[src/rtl/cedula_dispenser_fsm.sv]
// Banknote sequencer: splits a withdrawal amount into notes, largest first,
// offers each note to the dispenser over valid/ready and drives the 4-bit
// cedula code shown by the downstream display decoder.
//
// Handshake: a note is transferred on every rising edge where note_valid and
// note_ready are both high; note_valid and cedula_code stay stable while
// note_valid is high and note_ready is low.
module cedula_dispenser_fsm #(
    parameter int W           = 9,
    parameter int HOLD_CYCLES = 4,
    parameter int CNT_W       = 6
) (
    input  logic             clk,
    input  logic             rst_n,
    input  logic             start,
    input  logic [W-1:0]     amount,
    input  logic             note_ready,
    output logic             note_valid,
    output logic [3:0]       cedula_code,
    output logic             busy,
    output logic             done,
    output logic             err,
    output logic [CNT_W-1:0] note_count
);

    localparam int HW = (HOLD_CYCLES > 1) ? $clog2(HOLD_CYCLES) : 1;

    typedef enum logic [2:0] {
        S_IDLE,
        S_SELECT,
        S_ISSUE,
        S_HOLD,
        S_DONE,
        S_ERR
    } state_t;

    state_t           state_q, state_d;
    logic [W-1:0]     rem_q, rem_d;
    logic [W-1:0]     note_q, note_d;
    logic [HW-1:0]    hold_q, hold_d;
    logic [CNT_W-1:0] count_d;
    logic [W-1:0]     sel_note;
    logic [3:0]       sel_code;
    logic [3:0]       code_d;
    logic             valid_d, busy_d, done_d, err_d;

    // A note fits when it does not exceed the remainder and does not leave
    // 1 or 3, which no combination of 2s and 5s can pay out.
    function automatic logic fits(input logic [W-1:0] r, input logic [W-1:0] d);
        logic [W-1:0] left;
        left = r - d;
        return (r >= d) && (left != W'(1)) && (left != W'(3));
    endfunction

    // State and datapath registers, with all outputs registered alongside.
    always_ff @(posedge clk) begin
        if (!rst_n) begin
            state_q     <= S_IDLE;
            rem_q       <= '0;
            note_q      <= '0;
            hold_q      <= '0;
            note_count  <= '0;
            cedula_code <= 4'h0;
            note_valid  <= 1'b0;
            busy        <= 1'b0;
            done        <= 1'b0;
            err         <= 1'b0;
        end else begin
            state_q     <= state_d;
            rem_q       <= rem_d;
            note_q      <= note_d;
            hold_q      <= hold_d;
            note_count  <= count_d;
            cedula_code <= code_d;
            note_valid  <= valid_d;
            busy        <= busy_d;
            done        <= done_d;
            err         <= err_d;
        end
    end

    // Next-state and datapath: note selection, handshake and hold timing.
    always_comb begin
        state_d  = state_q;
        rem_d    = rem_q;
        note_d   = note_q;
        hold_d   = hold_q;
        count_d  = note_count;
        sel_note = W'(2);
        sel_code = 4'h1;

        if (fits(rem_q, W'(100))) begin
            sel_note = W'(100);
            sel_code = 4'h6;
        end else if (fits(rem_q, W'(50))) begin
            sel_note = W'(50);
            sel_code = 4'h5;
        end else if (fits(rem_q, W'(20))) begin
            sel_note = W'(20);
            sel_code = 4'h4;
        end else if (fits(rem_q, W'(10))) begin
            sel_note = W'(10);
            sel_code = 4'h3;
        end else if (fits(rem_q, W'(5))) begin
            sel_note = W'(5);
            sel_code = 4'h2;
        end

        case (state_q)
            S_IDLE, S_DONE, S_ERR: begin
                if (start) begin
                    rem_d   = amount;
                    count_d = '0;
                    if (amount == W'(1) || amount == W'(3)) begin
                        state_d = S_ERR;
                    end else if (amount == '0) begin
                        state_d = S_DONE;
                    end else begin
                        state_d = S_SELECT;
                    end
                end
            end
            S_SELECT: begin
                note_d  = sel_note;
                state_d = S_ISSUE;
            end
            S_ISSUE: begin
                if (note_valid && note_ready) begin
                    rem_d   = rem_q - note_q;
                    count_d = (note_count == '1) ? note_count : note_count + CNT_W'(1);
                    hold_d  = HW'(HOLD_CYCLES - 1);
                    state_d = S_HOLD;
                end
            end
            S_HOLD: begin
                if (hold_q == '0) begin
                    state_d = (rem_q != '0) ? S_SELECT : S_DONE;
                end else begin
                    hold_d = hold_q - HW'(1);
                end
            end
            default: state_d = S_IDLE;
        endcase
    end

    // Output values for the state being entered; registered above.
    always_comb begin
        code_d  = cedula_code;
        valid_d = (state_d == S_ISSUE);
        busy_d  = (state_d == S_SELECT) || (state_d == S_ISSUE) || (state_d == S_HOLD);
        done_d  = (state_d == S_DONE);
        err_d   = (state_d == S_ERR);

        case (state_d)
            S_IDLE:   code_d = 4'h0;
            S_SELECT: begin
                // A fresh request blanks the display; between notes the last
                // code stays up until the next one is chosen.
                if (state_q != S_HOLD) code_d = 4'h0;
            end
            S_ISSUE: begin
                if (state_q == S_SELECT) code_d = sel_code;
            end
            S_HOLD:   code_d = cedula_code;
            S_DONE:   code_d = 4'hE;
            S_ERR:    code_d = 4'hF;
            default:  code_d = 4'h0;
        endcase
    end

endmodule

[config.mk]
export PLATFORM = sky130hd
export DESIGN_NAME = cedula_dispenser_fsm
export DESIGN_NICKNAME = d
export VERILOG_FILES = /design/src/rtl/cedula_dispenser_fsm.sv
export SDC_FILE = /design/constraint.sdc
export NUM_CORES = 1
export LEC_CHECK = 0
export ABC_CLOCK_PERIOD_IN_PS = 2600
export CORE_ASPECT_RATIO = 0.9
export CORE_UTILIZATION = 56
export DETAILED_ROUTE_END_ITERATION = 7
export PLACE_DENSITY = 0.84
export SYNTH_ARGS = -nofsm -noshare
export SYNTH_HDL_FRONTEND = slang
export SYNTH_SLANG_ARGS = --single-unit
[constraint.sdc]
create_clock -name clk -period 2.6 [get_ports clk]
set_input_delay 0.52 -clock clk [delete_from_list [all_inputs] [get_ports clk]]
set_output_delay 0.52 -clock clk [all_outputs]
set_load 0.01 [all_outputs]
==> metrics.txt, run 1 <==
status complete, but fails checks; violated checks DRC; post-route ant nets 0; Post-synth EDFFs 0; Post-Layout Inst Area between 2000 and 3000 um^2; register bit count reported by yosys 35; area share of the largest cell type after synthesis 29.0%; Mean Syn Cell Area 8.14 um^2; cell internal pwr 993 uW; post-CTS sizing 0; DR DRC count 3; Placed Area between 2000 and 3000 um^2; most common library cell in the layout ignoring fill and taps dfxtp_1; Leakage 1.00 nW; Worst Setup Start Kind input pin; maximum vdd ir drop just under 0.4 mV; Port Buffer Count 26; clock group share of total power 24.8%; Vias/cell 6.30; CP Max Fanout 5; area of the mapped netlist around 2400 um^2; RSZ-0062 raised after global routing false; Initial DRC Count between 100 and 150; Setup Crit Path Kind in -> reg; die area around 4600 um^2; Sink Count 35; synth unique cells 63; syn nets 324; layout cells sized above 1 under 10%; worst setup margin approximately 280 ps; Final period util about nine tenths; crit path capture type register; Die W between 70 and 80 um; Power Density between 500 and 600 nW/um^2; first-pass GRT wire length between 9000 and 10,000 um; Yosys warnings 0; Root Driver clkbuf_8; clock skew about 5.4 ps; cell taking the most area after synthesis dfxtp_1; f_max about 430 MHz; fillcell total about 350; cts bufs inserted 5; register area between 700 and 800 um^2; CTS H-tree depth 2; R2R setup slack around 300 ps; Crit path arrival time between 2000 and 3000 ps; switching share of power 35.6%; Die Height approximately 64 um; Overflow after GRT 0; setup bufs post-CTS 0; drt wl/cell between 15 and 20 um; Initial Utilization about three fifths; FFs w/ async S/R, synth 0%; hpwl dp between 4000 and 5000 um; Cells after Synth about 300; CTS Hold Bufs 0; top_reg_cell synth dfxtp_1; Reg power frac around two fifths; post-synthesis sequential area ratio 29.0%; most frequent cells in the layout 35 x dfxtp_1, 26 x clkdlybuf4s50_1, 25 x nor2_1; largest net degree at the start of global routing 17; CP Data Required Time roughly 2800 ps; placed instance count roughly 360; GPL Wtd Cong a little under 0.9; Core ar. between 4000 and 5000 um^2; vias around 2,300; Setup TNS 0 ps; WL met3 about 400 um; Hold WC Path Type reg -> reg; initial antenna violation count 0; combinational power share approximately 34%; Rows 22; worst-margin pin slew around 850 ps; detailed-router iteration count before antenna repair 6; final hold viol count 0; final slew viol count 0; # diodes 0; Layout area overhead 15.1%; Met2 Wirelength 2610 um; # IOs 27; Longest Clk Path Bufs 2; M1 WL approximately 2700 um; fin crit period between 2000 and 2500 ps; Slew HR between 40 and 50%; CTS tree yes; vias in the first global route just over 2,000; pre-CTS setup slack 41.9 ps; Layout Cells excl Fill between 300 and 400; synth top area cells dfxtp_1 29%, ha_1 6.7%, nor2_1 3.9%; final wirelength between 5000 and 6000 um; final setup vio count 0; top routing layer in use met4; Net Switching about 550 uW; worst skew pair latency approximately 290 ps; max-cap viol count 0; Total Routing Usage GR roughly a quarter; NumNets Final roughly 350; footprint of the multi-input gates about 1600 um^2; Worst-path clk slew about 70 ps
==> routing by layer <==
metal / vias to the layer above / track usage, %
li1: 1154 / -
met1: 1079 / 36.6
met2: 81 / 42.0
met3: 11 / 4.89
met4: 0 / 8.00
met5: - / 0
==> logic make-up after synthesis <==
logic type / synth area share, %
and+or+nand+nor: 25.1
AOI/OAI and AO/OA: 26.7
buffers and inverters: 6.72
DFF: 29.0
adders and majority gates: 7.55
muxes: 3.47
xor gates and xnor gates: 1.45
==> worst max-delay path, cell delays in order <==
cell and delay, ps:
clkdlybuf4s50_1 520, nor4b_1 360, a311oi_1 310, nor4b_2 470, o2111ai_1 180, o21ai_0 160
==> Yosys cell counts (all sizes together), types with 2 or more instances <==
cell,number
a2111o,2
a211oi,6
a21boi,2
a21oi,13
a221oi,2
a31oi,8
a41oi,3
and2,6
buf,8
clkbuf,10
dfxtp,35
ha,13
inv,17
mux2,3
mux2i,5
nand2,20
nand2b,5
nand3,8
nand3b,2
nand4,4
nand4b,3
nor2,25
nor2b,9
nor3,10
nor3b,2
nor4,4
nor4b,3
o2111ai,4
o211ai,5
o21a,8
o21ai,17
o311a,3
o31ai,3
or2,2
or3,4
or4,2
xor2,4
==> state kept, by name (all words and copies together), names as in the netlist <==
signal       flops
hold_q           2
busy             1
done             1
note_valid       1
cedula_code      4
note_count       6
rem_q            9
state_q          3
err              1
note_q           7
==> cell type report <==
| cell class | count | share of cell area [%] |
|---|---|---|
| multi-input combinational | 227 | 55.9 |
| tap | 48 | 2.16 |
| inverter | 17 | 2.29 |
| sequential | 35 | 25.2 |
| timing repair buffer | 34 | 11.5 |
| clock buffer | 5 | 2.47 |
| clock inverter | 3 | 0.539 |
==> through the flow <==
step | power, mW | hold slack, ps | utilization [%]
floorplan | 1.02 | 432 | -
global placement | 1.15 | 442 | 65.8
detailed placement | 1.16 | 445 | 65.8
CTS | 1.54 | 455 | 67.9
global route | 1.64 | 487 | 67.9
finish | 1.54 | 457 | 67.9
==> path summary, 6_finish.rpt <==
| path | endpoint | cells after the start | startpoint |
|---|---|---|---|
| hold / removal | note_q[3]$_SDFFE_PN0P_ | 2 | note_q[3]$_SDFFE_PN0P_ |
| setup reg to reg | rem_q[6]$_SDFFE_PN0P_ | 8 | rem_q[0]$_SDFFE_PN0P_ |
| setup / recovery | cedula_code[0]$_SDFFE_PN0P_ | 6 | start |
| hold reg to reg | note_q[3]$_SDFFE_PN0P_ | 2 | note_q[3]$_SDFFE_PN0P_ |
==> power by group through the flow <==
stage / logic, mW / clock network, mW / registers, mW
after floorplan: 0.400 / 0 / 0.619
after global placement: 0.507 / 0 / 0.639
after detailed placement: 0.517 / 0 / 0.640
after CTS: 0.523 / 0.388 / 0.629
after global routing: 0.588 / 0.415 / 0.636
final: 0.530 / 0.382 / 0.631
Note: power is estimated with default switching activity, not from simulation.
==> run 2, diff against run 1 <==
--- a/config.mk
+++ b/config.mk
@@ -10,6 +10,7 @@
 export CORE_UTILIZATION = 56
 export DETAILED_ROUTE_END_ITERATION = 7
 export PLACE_DENSITY = 0.84
+export SLEW_MARGIN = 20
 export SYNTH_ARGS = -nofsm -noshare
 export SYNTH_HDL_FRONTEND = slang
 export SYNTH_SLANG_ARGS = --single-unit
==> results of run 2 <==
Same layout as run 1: the final DEF is identical, and so are final timing and power.
==> run 3, diff against run 2 <==
--- a/config.mk
+++ b/config.mk
@@ -6,10 +6,12 @@
 export NUM_CORES = 1
 export LEC_CHECK = 0
 export ABC_CLOCK_PERIOD_IN_PS = 2600
+export CELL_PAD_IN_SITES_DETAIL_PLACEMENT = 0
+export CELL_PAD_IN_SITES_GLOBAL_PLACEMENT = 1
 export CORE_ASPECT_RATIO = 0.9
-export CORE_UTILIZATION = 56
+export CORE_UTILIZATION = 42
 export DETAILED_ROUTE_END_ITERATION = 7
-export PLACE_DENSITY = 0.84
+export PLACE_DENSITY = 0.85
 export SLEW_MARGIN = 20
 export SYNTH_ARGS = -nofsm -noshare
 export SYNTH_HDL_FRONTEND = slang
==> metrics.txt, run 3 (synthesized netlist as in run 1, its figures left out) <==
final setup vio count 0; status finished clean; max reg flops 9; crit path capture type register; final slew viol count 0; CTS tree yes; Slew HR roughly 51%; initial antenna violation count 0; Initial DRC Count 96; worst-margin pin slew roughly 740 ps; Longest Clk Path Bufs 2; fin crit period around 2300 ps; DR DRC count 0; Total Routing Usage GR a little over a fifth; Vias/cell about 5.9; die area slightly above 6000 um^2; cts bufs inserted 5; CP Data Required Time 2830 ps; vias roughly 2,300; fillcell total around 530; layout cells sized above 1 between 8 and 9%; Power Density about 570 nW/um^2; post-CTS sizing 0; maximum vdd ir drop 0.311 mV; Die W 82.0 um; hpwl dp around 4500 um; drt wl/cell roughly 16 um; first-pass GRT wire length 9880 um; most frequent cells in the layout 35 x dfxtp_1, 26 x clkdlybuf4s50_1, 25 x nor2_1; vias in the first global route roughly 2,000; Port Buffer Count 26; Core ar. between 5000 and 6000 um^2; most common library cell in the layout ignoring fill and taps dfxtp_1; Worst-path clk slew 70 ps; clock skew about 5.5 ps; Worst Setup Start Kind register; CTS Hold Bufs 0; Hold WC Path Type reg -> reg; largest net degree at the start of global routing 17; RSZ-0062 raised after global routing false; setup bufs post-CTS 0; CP Max Fanout 9; NumNets Final 350; Layout area overhead 18.2%; max-cap viol count 0; Initial Utilization approximately 45%; Crit path arrival time between 2000 and 3000 ps; Rows 25; # diodes 0; Setup Crit Path Kind reg -> reg; Placed Area between 2000 and 3000 um^2; Final period util between 80% and 90%; Reg with most FFs rem_q; CTS H-tree depth 2; Sink Count 35; Post-Layout Inst Area 2860 um^2; Setup TNS 0 ps; Overflow after GRT 0; final wirelength about 6100 um; # IOs 27; top flop regs rem_q x9, note_q x7, note_count x6; Die Height about 74 um; f_max ~430 MHz; Leakage 1.02 nW; final hold viol count 0; post-route ant nets 0; Root Driver clkbuf_8; worst skew pair latency roughly 290 ps; detailed-router iteration count before antenna repair 4; GPL Wtd Cong ~0.8; final core occ a little over half
## run 3: cell count changes in the layout (fill, tap and decap cells not counted), sizes merged
cell,before,now
buf,8,11
clkinv,3,0
clkbuf,5,8
## run 3: final cells by class
type	count	area, um^2	share of cell area, %
multi-input combinational	227	1560	54.4
timing repair buffer	37	355	12.4
tap	67	83.8	2.93
inverter	17	63.8	2.23
sequential	35	701	24.5
clock buffer	8	100	3.50
## run 3: where the power goes
group          total (mW)  leakage (nW)  internal [mW]  switching [mW]
registers           0.633         0.286          0.576          0.0568
clock network       0.444        0.0515          0.242           0.202
logic               0.541         0.687          0.242           0.299
## run 3: critical path: stages, from the launching register on
cell     delay (ps)
dfxtp_1         520
inv_1           120
ha_1            240
fa_1            390
nor2b_1         180
o21a_1          150
o21ai_0         190
mux2_2          340
a31oi_1         150
## run 3: metrics by stage
step / cells / setup WS, ps / total power, mW / hold slack (ps)
4_1_cts: 391 / 306 / 1.62 / 463
3_3_place_gp: 383 / 134 / 1.17 / 441
6_report: 391 / 264 / 1.62 / 461
2_1_floorplan: 297 / 378 / 1.02 / 432
3_5_place_dp: 383 / 89.2 / 1.18 / 452
5_1_grt: 391 / 134 / 1.72 / 495
## run 3: layer usage
metal	GRT usage (%)	part of all wire [%]
met2	33.0	44
met1	30.5	50
met4	7.41	1.8
met3	4.54	4.8
met5	0	0
## run 3: worst paths after layout
kind	cells past startpoint	slack (ps)	startpoint	end
setup / recovery	8	260	rem_q[0]$_SDFFE_PN0P_	rem_q[6]$_SDFFE_PN0P_
hold / removal	2	460	note_q[0]$_SDFFE_PN0P_	note_q[0]$_SDFFE_PN0P_
setup reg to reg	8	260	rem_q[0]$_SDFFE_PN0P_	rem_q[6]$_SDFFE_PN0P_
hold reg to reg	2	460	note_q[0]$_SDFFE_PN0P_	note_q[0]$_SDFFE_PN0P_
